--- src/rtl/regfile_wb_if.sv ---
// Writeback bus between the execute/memory stages, the arbiter and the register-file write port.
// The requesters, the load-issue reservation and the hazard query all use this bus.
interface regfile_wb_if #(
  parameter int unsigned XLEN = 64,
  parameter int unsigned AW   = 5
);
  logic            alu_valid;
  logic            alu_ready;
  logic [AW-1:0]   alu_rd;
  logic [XLEN-1:0] alu_data;

  logic            mem_valid;
  logic            mem_ready;
  logic [AW-1:0]   mem_rd;
  logic [XLEN-1:0] mem_data;

  logic            rsv_valid;
  logic [AW-1:0]   rsv_rd;

  logic [AW-1:0]   rs1;
  logic [AW-1:0]   rs2;
  logic            rs1_busy;
  logic            rs2_busy;

  logic            rf_we;
  logic [AW-1:0]   rf_rd;
  logic [XLEN-1:0] rf_wdata;

  // Pipeline side: raises requests and reservations, consumes grants, hazards and the write port.
  modport master (
    output alu_valid, alu_rd, alu_data,
    output mem_valid, mem_rd, mem_data,
    output rsv_valid, rsv_rd, rs1, rs2,
    input  alu_ready, mem_ready, rs1_busy, rs2_busy,
    input  rf_we, rf_rd, rf_wdata
  );

  // Arbiter side.
  modport slave (
    input  alu_valid, alu_rd, alu_data,
    input  mem_valid, mem_rd, mem_data,
    input  rsv_valid, rsv_rd, rs1, rs2,
    output alu_ready, mem_ready, rs1_busy, rs2_busy,
    output rf_we, rf_rd, rf_wdata
  );
endinterface

--- src/rtl/regfile_wb_arbiter.sv ---
// Round-robin arbiter sharing the register-file write port between ALU and load writeback,
// with a pending-load scoreboard for RAW hazard reporting and ALU WAW stalling.
module regfile_wb_arbiter #(
  parameter int unsigned XLEN = 64,
  parameter int unsigned AW   = 5
) (
  input logic         clk,
  input logic         reset,
  regfile_wb_if.slave bus
);
  localparam int unsigned NREG = 2 ** AW;

  typedef enum logic {SRC_ALU = 1'b0, SRC_MEM = 1'b1} src_e;

  src_e            tag;
  src_e            rr_last;
  src_e            win;
  logic [NREG-1:0] pending;
  logic [NREG-1:0] pending_nxt;
  logic            rf_we_q;
  logic [AW-1:0]   rf_rd_q;
  logic [XLEN-1:0] rf_wdata_q;

  logic            alu_elig;
  logic            mem_elig;
  logic            grant_alu;
  logic            grant_mem;
  logic            xfer;
  logic [AW-1:0]   win_rd;
  logic [XLEN-1:0] win_data;

  // Eligibility and round-robin grant; an ALU write onto a pending load target must wait.
  always_comb begin
    alu_elig  = bus.alu_valid && !((bus.alu_rd != '0) && pending[bus.alu_rd]);
    mem_elig  = bus.mem_valid;
    grant_mem = mem_elig && (!alu_elig || (rr_last == SRC_ALU));
    grant_alu = alu_elig && !grant_mem;
    xfer      = grant_alu || grant_mem;
    win       = grant_mem ? SRC_MEM : SRC_ALU;
    win_rd    = grant_mem ? bus.mem_rd   : bus.alu_rd;
    win_data  = grant_mem ? bus.mem_data : bus.alu_data;
  end

  // A load clears its entry on the register-file commit edge; a same-edge reservation wins.
  always_comb begin
    pending_nxt = pending;
    if (rf_we_q && (tag == SRC_MEM)) begin
      pending_nxt[rf_rd_q] = 1'b0;
    end
    if (bus.rsv_valid && (bus.rsv_rd != '0)) begin
      pending_nxt[bus.rsv_rd] = 1'b1;
    end
  end

  always_ff @(posedge clk or posedge reset) begin
    if (reset) begin
      rf_we_q    <= 1'b0;
      rf_rd_q    <= '0;
      rf_wdata_q <= '0;
      tag        <= SRC_ALU;
      rr_last    <= SRC_MEM;
      pending    <= '0;
    end else begin
      pending <= pending_nxt;
      if (xfer) begin
        rf_we_q    <= (win_rd != '0);
        rf_rd_q    <= win_rd;
        rf_wdata_q <= win_data;
        tag        <= win;
        rr_last    <= win;
      end else begin
        rf_we_q <= 1'b0;
      end
    end
  end

  assign bus.alu_ready = grant_alu;
  assign bus.mem_ready = grant_mem;
  assign bus.rs1_busy  = (bus.rs1 != '0) && pending[bus.rs1];
  assign bus.rs2_busy  = (bus.rs2 != '0) && pending[bus.rs2];
  assign bus.rf_we     = rf_we_q;
  assign bus.rf_rd     = rf_rd_q;
  assign bus.rf_wdata  = rf_wdata_q;

endmodule

--- src/flat_wrapper.sv ---
// flat-port wrapper written by rule: the top's interface ports become plain ports
module regfile_wb_arbiter_flat 
#(
  parameter int unsigned XLEN = 64,
  parameter int unsigned AW   = 5
)
  (clk, reset, bus_alu_valid, bus_alu_rd, bus_alu_data, bus_mem_valid, bus_mem_rd, bus_mem_data, bus_rsv_valid, bus_rsv_rd, bus_rs1, bus_rs2, bus_alu_ready, bus_mem_ready, bus_rs1_busy, bus_rs2_busy, bus_rf_we, bus_rf_rd, bus_rf_wdata);
  regfile_wb_if #(.XLEN(XLEN), .AW(AW)) bus_i ();
  input logic clk;
  input logic reset;
  input wire logic [$bits(bus_i.alu_valid)-1:0] bus_alu_valid;
  input wire logic [$bits(bus_i.alu_rd)-1:0] bus_alu_rd;
  input wire logic [$bits(bus_i.alu_data)-1:0] bus_alu_data;
  input wire logic [$bits(bus_i.mem_valid)-1:0] bus_mem_valid;
  input wire logic [$bits(bus_i.mem_rd)-1:0] bus_mem_rd;
  input wire logic [$bits(bus_i.mem_data)-1:0] bus_mem_data;
  input wire logic [$bits(bus_i.rsv_valid)-1:0] bus_rsv_valid;
  input wire logic [$bits(bus_i.rsv_rd)-1:0] bus_rsv_rd;
  input wire logic [$bits(bus_i.rs1)-1:0] bus_rs1;
  input wire logic [$bits(bus_i.rs2)-1:0] bus_rs2;
  output wire logic [$bits(bus_i.alu_ready)-1:0] bus_alu_ready;
  output wire logic [$bits(bus_i.mem_ready)-1:0] bus_mem_ready;
  output wire logic [$bits(bus_i.rs1_busy)-1:0] bus_rs1_busy;
  output wire logic [$bits(bus_i.rs2_busy)-1:0] bus_rs2_busy;
  output wire logic [$bits(bus_i.rf_we)-1:0] bus_rf_we;
  output wire logic [$bits(bus_i.rf_rd)-1:0] bus_rf_rd;
  output wire logic [$bits(bus_i.rf_wdata)-1:0] bus_rf_wdata;
  assign bus_i.alu_valid = bus_alu_valid;
  assign bus_i.alu_rd = bus_alu_rd;
  assign bus_i.alu_data = bus_alu_data;
  assign bus_i.mem_valid = bus_mem_valid;
  assign bus_i.mem_rd = bus_mem_rd;
  assign bus_i.mem_data = bus_mem_data;
  assign bus_i.rsv_valid = bus_rsv_valid;
  assign bus_i.rsv_rd = bus_rsv_rd;
  assign bus_i.rs1 = bus_rs1;
  assign bus_i.rs2 = bus_rs2;
  assign bus_alu_ready = bus_i.alu_ready;
  assign bus_mem_ready = bus_i.mem_ready;
  assign bus_rs1_busy = bus_i.rs1_busy;
  assign bus_rs2_busy = bus_i.rs2_busy;
  assign bus_rf_we = bus_i.rf_we;
  assign bus_rf_rd = bus_i.rf_rd;
  assign bus_rf_wdata = bus_i.rf_wdata;
  regfile_wb_arbiter #(.XLEN(XLEN), .AW(AW)) u_core (.clk(clk), .reset(reset), .bus(bus_i));
endmodule
--- config.mk ---
export PLATFORM = sky130hd
export DESIGN_NAME = regfile_wb_arbiter_flat
export DESIGN_NICKNAME = d
export VERILOG_FILES = /design/src/rtl/regfile_wb_if.sv /design/src/rtl/regfile_wb_arbiter.sv /design/src/flat_wrapper.sv
export SDC_FILE = /design/constraint.sdc
export NUM_CORES = 1
export LEC_CHECK = 0
export CORE_MARGIN = 2
export CORE_UTILIZATION = 45
export DETAILED_ROUTE_END_ITERATION = 10
export PLACE_DENSITY = 0.85
export SYNTH_ARGS = -nofsm -noshare
export SYNTH_HDL_FRONTEND = slang
export SYNTH_SLANG_ARGS = --single-unit
--- constraint.sdc ---
create_clock -name clk -period 4.17 [get_ports clk]
set_clock_uncertainty 0.2 [all_clocks]
set_input_delay 1.0425 -clock clk [delete_from_list [all_inputs] [get_ports clk]]
set_output_delay 1.0425 -clock clk [all_outputs]
set_load 0.005 [all_outputs]
* Word level (Yosys, flattened, before mapping) *
Cells that the tools add are included.

operators by class
  add/sub/neg operators = 0
  multiply operators = 0
  div/mod/pow operators = 0
  magnitude comparators = 7
  equal/unequal tests = 0
  shift operators = 0
  mux-type cells = 16
  bitwise gates (word level) = 4
  reductions and logical operators = 20

operator list
  operator            number
  $mux 32             2
  $mux 64             1
  $and 32x32->32      1
  $not 32->32         1
  $or 32x32->32       1
  $lt 5x6->1 const B  5
  $reduce_bool 5->1   5
  $bmux 1 s5          3
  $demux 1 s5         2
  $ge 5x1->1 const B  2
  $logic_and 1x1->1   10
  $mux 1              7
  $mux 5              1
  $logic_not 1->1     3
  $logic_or 1x1->1    2
  $not 1->1           1

storage, ports and cells
  flip-flop bits (word level) = 104
  bits in latches = 0
  RAM bits = 0
  memory bits (read-only) = 0
  bits of input ports = 158
  output and inout bits = 74
  logic and storage cells = 53
  memories = 0

* Longest topological paths before layout *
Gate-level depths: netlist of run 1.

  depth in word-level cells = 12
  depth in mapped cells = 11
  depth with buffers taken out = 6

* Least setup slack after synthesis of run 1 *
Ideal clock, no wire load.

  kind = input to output
  start = input port bus_rs1[0]
  end = output port bus_rs1_busy
  arrival = 2741 ps
  required time = 2928 ps
  setup slack = 186 ps
  stages on the path = 4
  buffers on the path = 1
  cells stage by stage = clkbuf_1 -> mux4_2 -> mux4_2 -> mux2_2

on the way
  cells in the longest elaborated chain, start to end = 3
  elaborated cells on any way between the ends = 4
  classes of those cells = 2 x mux; 2 x reduce/logical

RTL lines
  element                       line                      RTL
  start, declared               flat_wrapper.sv:19        input wire logic [$bits(bus_i.rs1)-1:0] bus_rs1;
  $bmux 1 s5                    regfile_wb_arbiter.sv:79  assign bus.rs1_busy = (bus.rs1 != '0) && pending[bus.rs1];
  $mux 1 (not written as such)  regfile_wb_arbiter.sv:79
  $logic_and 1x1->1 (*)         regfile_wb_arbiter.sv:79
  end, declared                 flat_wrapper.sv:23        output wire logic [$bits(bus_i.rs1_busy)-1:0] bus_rs1_busy;

Every way passes the cells marked *; elsewhere a longest branch is shown, timed or not. The select of a mux whose other input is x is not followed.

* Worst setup path after layout of run 1 *
Same ends and word-level chain as after synthesis.

==> impl_metrics.csv, run 1 <==
group,metric,value,unit
final_layout,fin_cells,936,
logic_synthesis,seq_area_frac_synth,41.92,%
clocking,cts_buffers,9,
die,fp.dieH,120.9,um
power_and_ir_drop,leakagePower,3.376,nW
timing,rsz0062_at_grt,"false",
routing,first_pass_iters,5,
die,coreArea,0.01330,mm2
timing,fin_crit_sh,99.06,%
worst_setup_path,worst_ep_arrival_time,2890,ps
logic_synthesis,postSynthAreaPerCell,11.59,um2
worst_setup_path,crit_buf_inv,3,
global_routing,grt_pass1_vias,5951,
worst_setup_path,crit_cells,6,
clocking,cts_hold_repair.buffers,0,
worst_setup_path,crit_required,2930,ps
global_routing,track_usage,28.01,%
place,dp.final_hpwl,14490,um
timing,final_max_slew_viol_count,0,
final_layout,layout_commonest_cell,"clkdlybuf4s50_1",
flow_run,cap_violations,0,
routing,routed_via_density,6.196,
global_routing,grt_pass1_wl,32130,um
routing,antenna_left,0,
worst_setup_path,path_cells,"buf_4 > bufbuf_16 > mux4_2 > mux4_2 > mux2_4 > dlygate4sd2_1",
clocking,clock_latency,350,ps
logic_synthesis,ys_warn_count,0,
routing,drt_iter0_drc,592,
clocking,path_clk_slew,70,ps
timing,setup_viol,0,
die,dieArea,0.01462,mm2
worst_setup_path,cpMostUsedCell,"mux4_2",
hold_path,hold_depth,2,
final_layout,post-route-util,68.31,%
die,ioPinCount,232,
clocking,clock_sinks,103,
die,rows,42,
worst_setup_path,crit_path_top_delay_cell,"mux4_2",
routing,wl_per_cell,21.98,um
final_layout,nets,913,
die,initial_utilization,46.27,%
timing,fin_crit,4131,ps
worst_setup_path,path_class,"in2out",
logic_synthesis,syn_area,0.006152,mm2
worst_setup_path,max_stage_delay,490,ps
logic_synthesis,yosysUniqueCellTypes,41,
routing,drt_wl_total,20570,um
final_layout,syn2layout_area_growth,47.63,%
routing,vias,5799,
power_and_ir_drop,peakVddDrop,215.2,uV
clocking,clk_path_buf_depth,2,
logic_synthesis,ys_ff_latch,103,
worst_setup_path,rr_startpoint,"u_core.pending[26]",
worst_setup_path,crit_path_max_fanout,4,
place,numPlacedInstances,917,
timing,timing.fmax,0.2421,GHz
timing,relSlewSlack,42.82,%
timing,worstMarginPinSlew,857.8,ps
place,portBuffers,231,
clocking,clock-root-buffer,"clkbuf_16",
final_layout,n_antenna_cell,0,
worst_setup_path,crit_start,"bus_rs1[0]",
timing,finalHoldViolCount,0,
worst_setup_path,crit_family,"multiplexers",
power_and_ir_drop,powerDensity,465.7,mW/mm2
hold_path,hold_start,"u_core.tag",
logic_synthesis,syn_inst,531,
place,place.gp.congestion,0.9135,
worst_setup_path,rr_worst_depth,9,
final_layout,final_layout_size_suffix_gt1_share,25.53,%
die,die_width,120.9,um
global_routing,antenna_found_initial,0,
final_layout,final_cell_mix,"clkdlybuf4s50_1, dfrtp_1, or3_1, o21ai_0, mux2_2",
global_routing,gr-total-overflow,0,
status,status,"completed",
worst_setup_path,start_kind,"input port",
worst_setup_path,endpoint_kind,"primary output",
clocking,htreeDepth,3,
routing,drc,0,
logic_synthesis,syn-num-nets,689,
clocking,cts_tree,"built",
hold_path,hp-class,"reg2reg",
global_routing,grt_max_degree,93,
[power by group]
part | switching [W] | internal [W]
sequential | 0.000350 | 0.00131
combinational | 0.000667 | 0.00107
clock | 0.000403 | 0.000432
[final timing paths]
path / slack [ps] / to
setup / recovery: 40 / bus_rs1_busy
max in group asynchronous: 2280 / u_core.pending[28]
hold reg to reg: 380 / u_core.tag
setup reg to reg: 1130 / u_core.bus.rf_wdata[9]
min in group asynchronous: 750 / u_core.bus.rf_wdata[38]
hold / removal: 380 / u_core.tag
[synth_stat cells (all sizes together)]
cell | n | area share, %
dfrtp | 102 | 41
mux2 | 71 | 13
or3 | 67 | 6.8
o21ai | 66 | 5.4
o221a | 64 | 12
clkbuf | 31 | 1.9
mux4 | 19 | 7.0
buf | 18 | 2.2
nand2 | 12 | 0.73
inv | 10 | 0.61
mux2i | 10 | 1.6
nand3b | 9 | 1.1
a21oi | 6 | 0.55
nor2 | 6 | 0.37
a221oi | 5 | 1.0
nand3 | 5 | 0.41
nor3 | 5 | 0.41
or3b | 4 | 0.57
a211oi | 3 | 0.45
nand4 | 3 | 0.41
a2bb2oi | 2 | 0.28
nor2b | 2 | 0.20
o211ai | 2 | 0.24
a22oi | 1 | 0.12
a31oi | 1 | 0.10
and4 | 1 | 0.14
dfstp | 1 | 0.43
nand4b | 1 | 0.14
o2111ai | 1 | 0.24
o21a | 1 | 0.12
o2bb2ai | 1 | 0.14
or4 | 1 | 0.12
[routing by layer]
layer | wire, um | share of wire [%] | vias up | track usage, %
met5 | 0 | 0 | - | 0
met1 | 8368 | 41 | 2871 | 36.59
met4 | 852 | 4.1 | 0 | 13.15
met2 | 9866 | 48 | 312 | 44.98
met3 | 1481 | 7.2 | 65 | 5.310
li1 | - | - | 2551 | -
[layout make-up]
cell class | instances | area (um2)
fill | 956 | 4213
multi-input combinational | 369 | 3317
timing repair buffer | 262 | 2635
sequential | 103 | 2579
clock buffer | 10 | 239.0
tap | 176 | 220.2
clock inverter | 6 | 52.55
inverter | 10 | 40.04
[tightest hold or removal path: cells and delay by family (launching register included)]
| family | cells | cell delay [ps] |
|---|---|---|
| flops | 1 | 410 |
| buf+inv | 1 | 60 |
| compound gates | 1 | 70 |
[kinds of logic (layout without fill, tap and decap cells)]
group	after synthesis	count (layout)	synth area share (%)
multiplexers	100	100	21.58
AO/OA/AOI/OAI	153	153	20.36
AND/OR/NAND/NOR	116	116	11.41
buffers and inverters	59	288	4.739
flip-flops	103	103	41.92
[flip-flops by register name (all words and copies together), names as in the netlist]
register / cells
u_core.bus.rf_wdata: 64
u_core.pending: 31
u_core.bus.rf_rd: 5
u_core.bus.rf_we: 1
u_core.rr_last: 1
u_core.tag: 1
[timing repair]
item | in CTS | in global routing
gates cloned | 2 | 0
gates resized for setup | 24 | 4
buffers inserted | 1 | 0
pin swaps | 2 | 0
endpoints found under the setup margin | 4 | 3
[through the flow]
stage	worst slack, ps	hold WS, ps	total power (W)	cell area, um2	setup TNS [ps]
floorplan	186.5	298.3	0.002513	6152	0
global placement	-438.7	368.5	0.003305	8710	-2281
detailed placement	-484.3	367.2	0.003370	8710	-3415
CTS	25.86	380.3	0.004219	9076	0
global route	12.24	419.8	0.004428	9082	0
finish	39.03	382.1	0.004229	9082	0
No activity file was read; power rests on OpenSTA's default activity.
==> run 2, diff against run 1 <==
Settings changed: CORE_UTILIZATION 45 to 35, PLACE_DENSITY 0.85 to 0.7.
==> run 2 against run 1 <==
Clock power up 6.3%. Final cell count up 5.2%. Register-to-register slack better by 200 ps. Global-route usage down 6.3 points. Non-clock buffer count unchanged. Routed wire length up 1.7%.
==> impl_metrics.csv, run 2 (synthesized netlist as in run 1, its figures left out) <==
group,metric,value,unit
status,status,"completed",
die,coreArea,0.01724,mm2
worst_setup_path,worst_ep_arrival_time,2870,ps
die,dieArea,0.01865,mm2
worst_setup_path,crit_required,2930,ps
routing,drc,0,
final_layout,largest_register_ffs,64,
clocking,clock-root-buffer,"clkbuf_16",
timing,rsz0062_at_grt,"false",
final_layout,syn2layout_area_growth,48.79,%
clocking,clk_path_buf_depth,2,
final_layout,nets,913,
worst_setup_path,endpoint_kind,"primary output",
routing,routed_via_density,5.752,
global_routing,gr-total-overflow,0,
worst_setup_path,path_class,"in2out",
worst_setup_path,cpMostUsedCell,"mux4_2",
worst_setup_path,crit_path_max_fanout,4,
die,ioPinCount,232,
place,dp.final_hpwl,14630,um
timing,fin_crit_sh,98.56,%
place,place_ws,-472.2,ps
timing,finalHoldViolCount,0,
clocking,cts_buffers,9,
clocking,htreeDepth,3,
power_and_ir_drop,total_power,0.004267,W
timing,timing.fmax,0.2433,GHz
timing,fin_ws,60.05,ps
timing,final_max_slew_viol_count,0,
timing,relSlewSlack,41.27,%
worst_setup_path,r2r_end,"u_core.bus.rf_wdata[57]",
final_layout,final_layout_size_suffix_gt1_share,25.39,%
global_routing,antenna_found_initial,0,
power_and_ir_drop,peakVddDrop,214.1,uV
clocking,post_cts_buffers,0,
clocking,path_clk_slew,70,ps
timing,setup_viol,0,
clocking,cts_tree,"built",
routing,vias,5666,
worst_setup_path,path_cells,"buf_4 > bufbuf_16 > mux4_2 > mux4_2 > mux2_2 > dlygate4sd2_1",
final_layout,n_antenna_cell,0,
routing,drt_iter0_drc,424,
clocking,cts_hold_repair.buffers,0,
global_routing,track_usage,21.72,%
worst_setup_path,crit_start,"bus_rs2[0]",
worst_setup_path,max_stage_delay,490,ps
timing,fin_crit,4110,ps
worst_setup_path,endpoint,"bus_rs2_busy",
die,rows,48,
routing,first_pass_iters,4,
global_routing,grt_pass1_vias,5905,
global_routing,grt_pass1_wl,31510,um
timing,worstMarginPinSlew,880.9,ps
final_layout,final_cell_mix,"clkdlybuf4s50_1, dfrtp_1, or3_1, o21ai_0, mux2_2",
routing,antenna_left,0,
place,place.gp.congestion,0.8855,
global_routing,grt_max_degree,76,
routing,wl_per_cell,21.23,um
die,fp.dieH,136.6,um
clocking,clock_latency,350,ps
flow_run,cap_violations,0,
place,portBuffers,231,
final_layout,layout_commonest_cell,"clkdlybuf4s50_1",
power_and_ir_drop,powerDensity,466.2,mW/mm2
routing,drt_wl_total,20910,um
worst_setup_path,rr_startpoint,"u_core.pending[11]",
power_and_ir_drop,leakagePower,3.369,nW
worst_setup_path,r2r_slack,1330,ps
worst_setup_path,crit_path_top_delay_cell,"mux4_2",
final_layout,fillers,1456,
die,die_width,136.6,um
worst_setup_path,rr_worst_depth,6,
die,initial_utilization,35.69,%
hold_path,hp-class,"reg2reg",
worst_setup_path,start_kind,"input port",
clocking,clock_sinks,103,
[run 2: area by class of cell]
class	count	area [um2]	area share, %
inverter	10	40.04	0.4374
clock buffer	9	225.2	2.460
tap	225	281.5	3.075
multi-input combinational	369	3321	36.28
timing repair buffer	262	2630	28.73
sequential	103	2579	28.17
clock inverter	7	77.57	0.8475
[run 2: worst min path at each step]
| stage | endpoint | start | depth (start not counted) |
|---|---|---|---|
| finish | u_core.tag | u_core.tag | 2 |
| global route | u_core.rr_last | u_core.rr_last | 1 |
| floorplan | u_core.pending[7] | u_core.pending[7] | 2 |
| global placement | u_core.tag | u_core.tag | 2 |
| CTS | u_core.tag | u_core.tag | 2 |
| detailed placement | u_core.tag | u_core.tag | 2 |
[run 2: worst max-delay path, delay by kind of cell]
family,cells,cell delay [ps]
buffers and inverters,3,610
multiplexers,3,1210
[run 2: layer usage]
| metal | global-route usage (%) | part of all wire [%] | up-vias |
|---|---|---|---|
| met5 | 0 | 0 | - |
| met4 | 7.639 | 1.7 | 0 |
| met3 | 4.259 | 7.1 | 25 |
| met2 | 37.72 | 51 | 269 |
| met1 | 26.83 | 40 | 2817 |
| li1 | - | - | 2555 |
[run 2: timing repair]
item,4_1_cts,5_1_grt
endpoints found under the setup margin,4,2
gates cloned,2,0
gates resized for setup,23,2
[run 2: report_power, final]
part	internal (W)	switching, W	leakage, nW	total, W
combinational	0.00106	0.000664	2.08	0.00173
sequential	0.00131	0.000346	1.14	0.00165
clock	0.000473	0.000415	0.147	0.000888
total	0.00284	0.00143	3.37	0.00427
[run 2: metrics by stage]
step           instance area [um2]  hold WS, ps  std cells  setup TNS [ps]  utilization [%]
3_5_place_dp                  8778        377.2        967           -1714            50.93
3_3_place_gp                  8778        364.2        967           -1599            50.93
4_1_cts                       9150        389.8        985               0            53.09
2_1_floorplan                 6152        298.3        531               0                -
6_report                      9154        391.3        985               0            53.11
5_1_grt                       9154        418.1        985               0            53.11
==> run 3, diff against run 2 <==
Clock period 4.17 ns to 5 ns, I/O delays scaled along.
==> run 3 against run 2 <==
Die area stayed put. Setup slack better by 11 ps. Sequential share of layout area is 0.40 points higher. Final cell count is 1.4% lower. Clock power is 24% lower. Sequential power is 16% lower. Worst hold slack better by 0.90 ps. Critical path type unchanged. Largest power group unchanged.
==> impl_metrics.csv, run 3 (synthesized netlist as in run 1, its figures left out) <==
group,metric,value,unit
power_and_ir_drop,peakVddDrop,244.5,uV
clocking,clk_path_buf_depth,2,
routing,drt_iter0_drc,319,
final_layout,syn2layout_area_growth,46.70,%
final_layout,fillers,1452,
die,rows,48,
routing,routed_via_density,5.789,
routing,first_pass_iters,5,
die,ioPinCount,232,
worst_setup_path,crit_path_top_delay_cell,"mux4_2",
timing,fin_crit_sh,98.57,%
die,dieArea,0.01865,mm2
status,status,"completed",
routing,drt_wl_total,20470,um
final_layout,largest_register_ffs,64,
place,numPlacedInstances,953,
final_layout,final_layout_size_suffix_gt1_share,23.59,%
flow_run,cap_violations,0,
worst_setup_path,crit_family,"multiplexers",
worst_setup_path,crit_path_max_fanout,4,
global_routing,antenna_found_initial,0,
timing,relSlewSlack,38.83,%
die,initial_utilization,35.69,%
worst_setup_path,path_class,"in2out",
power_and_ir_drop,leakagePower,3.296,nW
global_routing,met2_usage,36.92,%
timing,fin_crit,4929,ps
timing,worstMarginPinSlew,917.5,ps
timing,setup_viol,0,
worst_setup_path,path_cells,"dlygate4sd2_1 > bufbuf_16 > mux4_2 > mux4_2 > mux2_2 > clkdlybuf4s50_1",
clocking,path_clk_slew,70,ps
global_routing,grt_pass1_vias,5957,
global_routing,track_usage,21.71,%
worst_setup_path,cpMostUsedCell,"mux4_2",
global_routing,top_usage_layer,"met2",
timing,rsz0062_at_grt,"false",
worst_setup_path,crit_required,3550,ps
timing,setup_tns,0,ps
clocking,htreeDepth,3,
die,die_width,136.6,um
final_layout,n_antenna_cell,0,
global_routing,grtUsageMet1,27.18,%
global_routing,grt_use_met3,4.370,%
place,portBuffers,231,
routing,antenna_left,0,
worst_setup_path,max_stage_delay,480,ps
global_routing,grt_pass1_wl,31520,um
clocking,clock-root-buffer,"clkbuf_16",
power_and_ir_drop,powerDensity,389.1,mW/mm2
routing,wl_per_cell,21.08,um
final_layout,nets,899,
final_layout,final_cell_mix,"clkdlybuf4s50_1, dfrtp_1, or3_1, o21ai_0, mux2_2",
final_layout,layout_commonest_cell,"clkdlybuf4s50_1",
global_routing,grt_max_degree,76,
final_layout,fin_cells,971,
timing,finalHoldViolCount,0,
worst_setup_path,worst_ep_arrival_time,3480,ps
power_and_ir_drop,total_power,0.003512,W
timing,timing.fmax,0.2029,GHz
routing,drc,0,
routing,vias,5621,
worst_setup_path,crit_buf_inv,3,
clocking,clock_latency,350,ps
worst_setup_path,endpoint_kind,"primary output",
clocking,cts_buffers,9,
die,coreArea,0.01724,mm2
clocking,cts_tree,"built",
timing,final_max_slew_viol_count,0,
hold_path,hp-class,"reg2reg",
die,fp.dieH,136.6,um
place,place.gp.congestion,0.9179,
worst_setup_path,start_kind,"input port",
clocking,clock_sinks,103,
place,dp.final_hpwl,14550,um
global_routing,gr-total-overflow,0,
[run 3: layout make-up]
type                       count  area, um2  share of cell area, %
timing repair buffer         248       2536                  28.10
multi-input combinational    369       3312                  36.70
clock buffer                  11      242.7                  2.690
inverter                      10      40.04                 0.4436
sequential                   103       2579                  28.57
tap                          225      281.5                  3.119
clock inverter                 5      33.78                 0.3743
[run 3: power breakdown]
part / switching, W / total, W / internal (W) / leakage [nW]
Combinational: 0.000552 / 0.00145 / 0.000899 / 2.02
Clock: 0.000322 / 0.000673 / 0.000351 / 0.132
Sequential: 0.000291 / 0.00139 / 0.00110 / 1.14
Total: 0.00117 / 0.00351 / 0.00235 / 3.30
[run 3: final timing paths]
kind                                     from                 endpoint  slack [ps]  cells after the start
max in group asynchronous               reset       u_core.pending[14]        2480                      3
hold reg to reg                u_core.rr_last           u_core.rr_last         390                      1
hold / removal                 u_core.rr_last           u_core.rr_last         390                      1
setup / recovery                   bus_rs2[0]             bus_rs2_busy          70                      6
min in group asynchronous               reset  u_core.bus.rf_wdata[47]        1280                      2
setup reg to reg           u_core.pending[11]   u_core.bus.rf_wdata[5]        2210                      6
[run 3: per-layer routing]
metal | vias up | share of wire [%] | routed length [um]
met3 | 41 | 6.6 | 1345
li1 | 2530 | - | -
met1 | 2812 | 41 | 8427
met5 | - | 0 | 0
met4 | 0 | 2.5 | 516
met2 | 238 | 50 | 10180
[run 3: timing repair]
action                                  4_1_cts  5_1_grt
cloned                                        2        0
resized for setup                             4        3
hold buffers                                  0        0
endpoints found under the setup margin        4        4
setup buffers                                 0        0
pin swaps                                     1        0
[run 3: per-stage QoR]
step | setup slack, ps | utilization, % | instance area, um2 | hold slack, ps
after floorplan | 601.5 | - | 6152 | 298.3
after CTS | 52.06 | 52.32 | 9017 | 388.2
final | 71.40 | 52.36 | 9025 | 392.2
after global placement | -17.38 | 50.32 | 8673 | 362.7
after detailed placement | -58.05 | 50.32 | 8673 | 372.5
after global routing | 0.6344 | 52.36 | 9025 | 411.8
